**config.mk**
```make
export PLATFORM = sky130hd
export DESIGN_NAME = cam_sequencer
export DESIGN_NICKNAME = d
export VERILOG_FILES = /design/src/rtl/cam_pkg.sv /design/src/rtl/cam_write_encoder.sv /design/src/rtl/cam_sequencer.sv
export SDC_FILE = /design/constraint.sdc
export NUM_CORES = 1
export LEC_CHECK = 0
export ABC_AREA = 1
export ABC_CLOCK_PERIOD_IN_PS = 2050
export BUFFER_PORTS_ARGS = -buffer_cell sky130_fd_sc_hd__buf_2
export CORE_ASPECT_RATIO = 1.2
export CORE_MARGIN = 8
export CORE_UTILIZATION = 42
export DETAILED_ROUTE_END_ITERATION = 12
export HOLD_SLACK_MARGIN = 0.06
export PLACE_DENSITY = 0.75
export SLEW_MARGIN = 20
export SYNTH_ARGS = -nofsm -noshare
export SYNTH_HDL_FRONTEND = slang
export SYNTH_SLANG_ARGS = --single-unit
```
**constraint.sdc**
```tcl
create_clock -name CLK -period 2.05 [get_ports CLK]
set_input_delay 0.3075 -clock CLK [delete_from_list [all_inputs] [get_ports CLK]]
set_output_delay 0.3075 -clock CLK [all_outputs]
set_load 0.005 [all_outputs]
```
**src/rtl/cam_pkg.sv**
```systemverilog
// Shared definitions for the cam sequencer and its host-side helpers:
// op encodings, FSM states, strobe kinds and small sizing/decode helpers.
package cam_pkg;

  // Host op encodings carried on cmd_op.
  localparam logic [2:0] OP_SET_ALL      = 3'd0;
  localparam logic [2:0] OP_SEARCH       = 3'd1;
  localparam logic [2:0] OP_SELECT_FIRST = 3'd2;
  localparam logic [2:0] OP_WRITE        = 3'd3;
  localparam logic [2:0] OP_READ         = 3'd4;

  // Sequencer phases.
  typedef enum logic [1:0] {
    ST_IDLE,
    ST_STROBE,
    ST_SETTLE,
    ST_RESP
  } state_t;

  // Which CAM strobe a step drives during its STROBE phase.
  typedef enum logic [2:0] {
    STB_NONE,
    STB_SET,
    STB_SEARCH,
    STB_SELECT,
    STB_WRITE
  } strobe_t;

  // Width of the shared phase down-counter.
  function automatic int cnt_width(input int pulse, input int settle);
    int longest;
    longest = (pulse > settle) ? pulse : settle;
    return $clog2(longest + 1);
  endfunction

  // Ops 5..7 have no meaning and are answered with an error response.
  function automatic logic op_legal(input logic [2:0] op);
    return (op <= OP_READ);
  endfunction

  // SEARCH is the only two-step op (set, then perform_search).
  function automatic logic is_last_step(input logic [2:0] op, input logic step);
    return (op == OP_SEARCH) ? step : 1'b1;
  endfunction

  // Strobe driven by a given step of a given op.
  function automatic strobe_t step_strobe(input logic [2:0] op, input logic step);
    strobe_t kind;
    kind = STB_NONE;
    case (op)
      OP_SET_ALL:      kind = STB_SET;
      OP_SEARCH:       kind = step ? STB_SEARCH : STB_SET;
      OP_SELECT_FIRST: kind = STB_SELECT;
      OP_WRITE:        kind = STB_WRITE;
      default:         kind = STB_NONE;
    endcase
    return kind;
  endfunction

endpackage

```
**src/rtl/cam_write_encoder.sv**
```systemverilog
// Turns a value/enable-mask pair into the cam write_lines encoding:
// bit pair i is {clear, set}; an unmasked bit leaves both lines low.
module cam_write_encoder #(
  parameter int NUM_BITS = 32
) (
  input  logic [NUM_BITS-1:0]   data,
  input  logic [NUM_BITS-1:0]   mask,
  output logic [2*NUM_BITS-1:0] lines
);

  // Per-bit set/clear pair generation.
  always_comb begin
    // NOTE: every combinational output gets a default first so no path can infer a latch.
    lines = '0;
    for (int i = 0; i < NUM_BITS; i++) begin
      lines[2*i]   = data[i] & mask[i];
      lines[2*i+1] = ~data[i] & mask[i];
    end
  end

endmodule

```
**src/rtl/cam_sequencer.sv**
```systemverilog
// Command-driven initiator for the cam array. Accepts one host op at a
// time, expands it into timed strobe / settle phases on the cam inputs and
// returns a single response carrying read_lines and the tag summary.
module cam_sequencer
  import cam_pkg::*;
#(
  parameter int NUM_BITS      = 32,
  parameter int NUM_CELLS     = 100,
  parameter int PULSE_CYCLES  = 2,
  parameter int SETTLE_CYCLES = 4
) (
  input  logic                  CLK,
  input  logic                  RST_N,
  // host command channel
  input  logic                  cmd_valid,
  output logic                  cmd_ready,
  input  logic [2:0]            cmd_op,
  input  logic [NUM_BITS-1:0]   cmd_data,
  input  logic [NUM_BITS-1:0]   cmd_mask,
  // host response channel
  output logic                  rsp_valid,
  input  logic                  rsp_ready,
  output logic [NUM_BITS-1:0]   rsp_data,
  output logic                  rsp_any,
  output logic                  rsp_err,
  // cam interface
  output logic [NUM_BITS-1:0]   comparand,
  output logic [NUM_BITS-1:0]   mask,
  output logic                  perform_search,
  output logic                  set,
  output logic                  select_first,
  output logic [2*NUM_BITS-1:0] write_lines,
  input  logic [NUM_CELLS-1:0]  tag_wires,
  input  logic [NUM_BITS-1:0]   read_lines
);

  localparam int            CW          = cnt_width(PULSE_CYCLES, SETTLE_CYCLES);
  localparam logic [CW-1:0] PULSE_LOAD  = CW'(PULSE_CYCLES - 1);
  localparam logic [CW-1:0] SETTLE_LOAD = CW'(SETTLE_CYCLES - 1);
  localparam logic [CW-1:0] CNT_ONE     = CW'(1);

  state_t                state_q, state_d;
  logic [CW-1:0]         cnt_q, cnt_d;
  logic                  step_q, step_d;
  logic [2:0]            op_q;
  logic [NUM_BITS-1:0]   data_q, mask_q;
  logic                  accept;
  logic                  sample;

  // Op/operands as seen in the cycle being decoded: the live command on the
  // accept cycle, the latched copy afterwards.
  logic [2:0]            op_cur;
  logic [NUM_BITS-1:0]   data_cur, mask_cur;
  logic [2*NUM_BITS-1:0] enc_lines;
  strobe_t               strobe_d;

  assign op_cur   = accept ? cmd_op   : op_q;
  assign data_cur = accept ? cmd_data : data_q;
  assign mask_cur = accept ? cmd_mask : mask_q;

  // Handshake flags decode straight from the state register so reset
  // forces them immediately.
  assign cmd_ready = (state_q == ST_IDLE);
  assign rsp_valid = (state_q == ST_RESP);

  cam_write_encoder #(
    .NUM_BITS (NUM_BITS)
  ) u_write_encoder (
    .data  (data_cur),
    .mask  (mask_cur),
    .lines (enc_lines)
  );

  // Next-state, phase counter and step sequencing.
  always_comb begin
    state_d = state_q;
    cnt_d   = cnt_q;
    step_d  = step_q;
    accept  = 1'b0;
    sample  = 1'b0;
    unique case (state_q)
      ST_IDLE: begin
        if (cmd_valid) begin
          accept = 1'b1;
          step_d = 1'b0;
          if (!op_legal(cmd_op)) begin
            state_d = ST_RESP;
            sample  = 1'b1;
          end else if (cmd_op == OP_READ) begin
            state_d = ST_SETTLE;
            cnt_d   = SETTLE_LOAD;
          end else begin
            state_d = ST_STROBE;
            cnt_d   = PULSE_LOAD;
          end
        end
      end
      ST_STROBE: begin
        if (cnt_q == '0) begin
          state_d = ST_SETTLE;
          cnt_d   = SETTLE_LOAD;
        end else begin
          cnt_d = cnt_q - CNT_ONE;
        end
      end
      ST_SETTLE: begin
        if (cnt_q == '0) begin
          if (is_last_step(op_q, step_q)) begin
            state_d = ST_RESP;
            sample  = 1'b1;
          end else begin
            step_d  = 1'b1;
            state_d = ST_STROBE;
            cnt_d   = PULSE_LOAD;
          end
        end else begin
          cnt_d = cnt_q - CNT_ONE;
        end
      end
      ST_RESP: begin
        if (rsp_ready) begin
          state_d = ST_IDLE;
        end
      end
      default: state_d = ST_IDLE;
    endcase
  end

  // Strobe selected for the coming cycle; registering it keeps the cam
  // strobes glitch-free and aligned exactly with the STROBE phase.
  always_comb begin
    strobe_d = STB_NONE;
    if (state_d == ST_STROBE) begin
      strobe_d = step_strobe(op_cur, step_d);
    end
  end

  // FSM state, counter and latched command.
  always_ff @(posedge CLK or negedge RST_N) begin
    if (!RST_N) begin
      state_q <= ST_IDLE;
      cnt_q   <= '0;
      step_q  <= 1'b0;
      op_q    <= OP_SET_ALL;
      data_q  <= '0;
      mask_q  <= '0;
    end else begin
      // NOTE: sequential state uses non-blocking assignments so every register samples pre-edge values.
      state_q <= state_d;
      cnt_q   <= cnt_d;
      step_q  <= step_d;
      if (accept) begin
        op_q   <= cmd_op;
        data_q <= cmd_data;
        mask_q <= cmd_mask;
      end
    end
  end

  // Comparand/mask load only on a SEARCH accept and hold otherwise so the
  // cam always sees stable search inputs.
  always_ff @(posedge CLK or negedge RST_N) begin
    if (!RST_N) begin
      comparand <= '0;
      mask      <= '0;
    end else if (accept && (cmd_op == OP_SEARCH)) begin
      comparand <= cmd_data;
      mask      <= cmd_mask;
    end
  end

  // Registered cam strobes and write pattern; at most one is ever active.
  always_ff @(posedge CLK or negedge RST_N) begin
    if (!RST_N) begin
      set            <= 1'b0;
      perform_search <= 1'b0;
      select_first   <= 1'b0;
      write_lines    <= '0;
    end else begin
      set            <= (strobe_d == STB_SET);
      perform_search <= (strobe_d == STB_SEARCH);
      select_first   <= (strobe_d == STB_SELECT);
      write_lines    <= (strobe_d == STB_WRITE) ? enc_lines : '0;
    end
  end

  // Response capture on the last settle cycle (or at accept of an illegal op);
  // held unchanged while the host stalls.
  always_ff @(posedge CLK or negedge RST_N) begin
    if (!RST_N) begin
      rsp_data <= '0;
      rsp_any  <= 1'b0;
      rsp_err  <= 1'b0;
    end else if (sample) begin
      rsp_err  <= !op_legal(op_cur);
      rsp_data <= op_legal(op_cur) ? read_lines : '0;
      rsp_any  <= op_legal(op_cur) ? (|tag_wires) : 1'b0;
    end
  end

endmodule

```
==> key figures <==
Clocking
  • Worst-Skew Late Latency: 0.51 ns
  • Longest Clk Path Bufs: 3
  • Clk slew on worst S/H paths: 0.07 ns
  • Num CTS Buffers: 23
  • CTS Sinks: 238
  • Post-CTS setup buffers: 0
  • CTS root buf: clkbuf_16
  • CTS tree: yes
  • H-Tree Depth: 1

GRT
  • Global-route wire length before repair: 44.31 mm
  • GRT overflow: 0
  • Largest net degree at the start of global routing: 83
  • Vias in the first global route: 8261
  • Antenna violations before repair: 3
  • Aggregate global-route resource usage: 0.2024

Pwr
  • Pwr Density: 1302 mW/mm²
  • VDD IR max: 0.7625 mV
  • Switch Pwr: 5.573 mW
  • Flop pwr share: 0.415
  • Combinational share of power: 0.337
  • Switching Fraction: 0.3238
  • P_leak: 6.979 nW
  • Int Pwr: 11.64 mW
  • Clock power frac: 0.248

Logic synthesis
  • Cell taking the most area after synthesis: dfrtp_1
  • Number of synthesized flops with an enable pin: 0
  • Distinct cells, synth: 35
  • Synth Instances: 827
  • Seq/Total Area, Yosys: 0.6390
  • Synth warnings: 0
  • Post-Syn Area: 0.009320 mm²
  • Ranking of synthesized cells by area: dfrtp_1 64%, mux2_1 5.3%, inv_1 3.9%, o21ai_0 3.7%, nor3_1 3.1%
  • Synth Net Count: 1034
  • Asr flop ratio synth: 1.000
  • Synthesized area per cell: 11.27 µm²
  • Post-synth top flop: dfrtp_1
  • Synth Register Bits: 238
  • Top-area cell type share of the netlist area: 0.6390

Worst setup path
  • Crit. End Element: flip-flop
  • CP Max Fanout: 23
  • Reg-to-reg startpoint: state_q[0]
  • Reg2reg path depth: 10
  • FF-to-FF End: write_lines[60]
  • Worst R2R Setup Slack: 0.11 ns
  • Critical Path AT: 2.35 ns
  • Startpoint type of the worst setup path: flip-flop
  • CP required: 2.46 ns
  • Worst setup path class: reg2reg

Min path
  • Hold Path End: mask[13]
  • Hold depth: 2
  • HP Start: cmd_mask[13]
  • Tightest Hold Check Type: in2reg

STA
  • Post-route setup TNS: 0 ns
  • Final setup vio count: 0
  • Slew Viols, Final: 0
  • Final worst slack: 0.1070 ns
  • Tightest Pin Transition: 0.4863 ns
  • RSZ-0062 raised after global routing: true
  • Final hold violations: 0
  • FMAX: 514.7 MHz
  • Rel. slew slack: 0.6758
  • Tcrit/Tclk final: 0.9478
  • Clock Skews: 0.01291 ns
  • Final Critical Period: 1.943 ns

Cells and area
  • # nets final: 1488
  • Area Overhead vs Synth: 41.87%
  • Layout cells sized above 1: 0.3935
  • Non-filler instance count after layout: 1572
  • Most frequent cells in the layout: 368 x buf_2, 238 x dfrtp_1, 96 x inv_1
  • Fillers: 1713
  • Commonest non-fill, non-tap cell in the layout: buf_2

Placement
  • DPL Wire Length: 20.26 mm
  • Routability cong.: 0.8389
  • Placed Instances: 1455
  • Pre-CTS setup slack: -0.008597 ns
  • Number of port buffers: 369

Floorplanning
  • Initial core utilization: 0.4280
  • Die H: 179.2 µm
  • Core Rows: 59
  • Die area: 0.02723 mm²
  • Die Width: 152.0 µm
  • I/O pins: 370
  • Core area: 0.02178 mm²

Drt
  • Final wirelength: 28.40 mm
  • DRT antenna net count: 0
  • Routed vias/inst: 4.889
  • Vias after detailed routing: 7685
  • Pre-Repair DR Iteration Count: 4
  • # DRC: 0
  • 1st-iter DRT viols: 306
  • Average wire per standard cell: 18.07 µm

Run status
  • Outcome: finished, final reports clean

Job
  • Maxcap violations: 0
[metrics by stage]
stage,area [µm²],util,hold WS [ns],power (mW)
global placement,11620,0.5334,0.2847,12.50
finish,13220,0.6072,0.08188,17.21
floorplan,9320,-,0.01191,10.28
global route,13220,0.6071,0.07506,18.40
CTS,13120,0.6025,0.06565,17.17
detailed placement,11620,0.5334,0.2891,12.72
[worst max-delay path: stages, from the launching register on]
cell and delay [ns]:
dfrtp_1 0.34, inv_1 0.09, ha_1 0.27, nand3_1 0.15, inv_1 0.05, o21ai_1 0.15
nand2_1 0.10, nand2_2 0.12, nand4_4 0.16, buf_12 0.22, nor3_1 0.18
[synthesized netlist by cell type, types with 4 or more instances]
| cell type | n |
|---|---|
| dfrtp_1 | 238 |
| inv_1 | 96 |
| nand2_1 | 72 |
| o21ai_0 | 69 |
| nor3_1 | 58 |
| nor2_1 | 56 |
| mux2_1 | 44 |
| or2_2 | 44 |
| a22o_1 | 32 |
| o21a_1 | 20 |
| buf_2 | 16 |
| clkbuf_1 | 11 |
| nand4_1 | 8 |
| nor3_2 | 8 |
| a21oi_1 | 7 |
| buf_6 | 6 |
| nand3_1 | 6 |
| inv_2 | 5 |
| nor4_1 | 5 |
| ha_1 | 4 |
[power by group through the flow]
| stage | logic [mW] | clock network [mW] | registers (mW) |
|---|---|---|---|
| CTS | 5.68 | 4.37 | 7.12 |
| global placement | 5.36 | 0 | 7.15 |
| floorplan | 3.08 | 0 | 7.20 |
| finish | 5.80 | 4.27 | 7.14 |
| detailed placement | 5.55 | 0 | 7.16 |
| global route | 6.48 | 4.58 | 7.34 |
[sequential cells by signal, summed over array words and instances, names as in the netlist]
signal and cells:
rsp_any 1, comparand 32, select_first 1, cnt_q 3, rsp_data 32, op_q 3
step_q 1, state_q 2, mask_q 32, write_lines 64, mask 32, rsp_err 1
data_q 32, perform_search 1, set 1
[layout make-up]
type,count,area [µm²],area share
antenna,2,5.005,0.0003785
clock buffer,29,628.1,0.04750
clock inverter,11,136.4,0.01031
inverter,101,381.6,0.02886
multi-input combinational,455,2868,0.2169
sequential,238,5956,0.4504
tap,274,342.8,0.02593
timing repair buffer,462,2905,0.2197
[routing by layer]
layer / GRT usage / part of all wire / vias up
met5: 0 / 0.00028 / -
met2: 0.3601 / 0.51 / 331
met1: 0.2225 / 0.38 / 3654
li1: - / - / 3632
met4: 0.08132 / 0.034 / 2
met3: 0.06487 / 0.078 / 66
[cell families (layout without fill, tap and decap cells)]
| logic type | count (synthesis) | count (layout) | share of synthesized area |
|---|---|---|---|
| multiplexers | 46 | 46 | 0.05558 |
| other | 0 | 2 | 0 |
| adder cells (fa/ha/maj) | 4 | 4 | 0.005370 |
| AND/OR/NAND/NOR | 270 | 271 | 0.1463 |
| buffers and inverters | 135 | 603 | 0.06175 |
| AO/OA/AOI/OAI | 134 | 134 | 0.09196 |
| flip-flops | 238 | 238 | 0.6390 |
[how the worst max path moves through the flow]
| stage | from | end | slack (ns) | cells past startpoint |
|---|---|---|---|---|
| 2_1_floorplan | state_q[0] | comparand[11] | 0.22 | 8 |
| 3_3_place_gp | state_q[1] | write_lines[27] | 0.06 | 8 |
| 3_5_place_dp | state_q[1] | write_lines[17] | -0.009 | 10 |
| 4_1_cts | state_q[1] | write_lines[60] | 0.008 | 10 |
| 5_1_grt | state_q[1] | write_lines[61] | -0.03 | 9 |
| 6_report | state_q[0] | write_lines[60] | 0.11 | 10 |
[what timing repair did]
| item | CTS | global route |
|---|---|---|
| hold endpoints to repair | 130 | 0 |
| endpoints found under the setup margin | 2 | 146 |
| cloned | 0 | 2 |
| resized for setup | 2 | 14 |
| hold buffers | 73 | 0 |
Power figures use the tool's default switching activity.
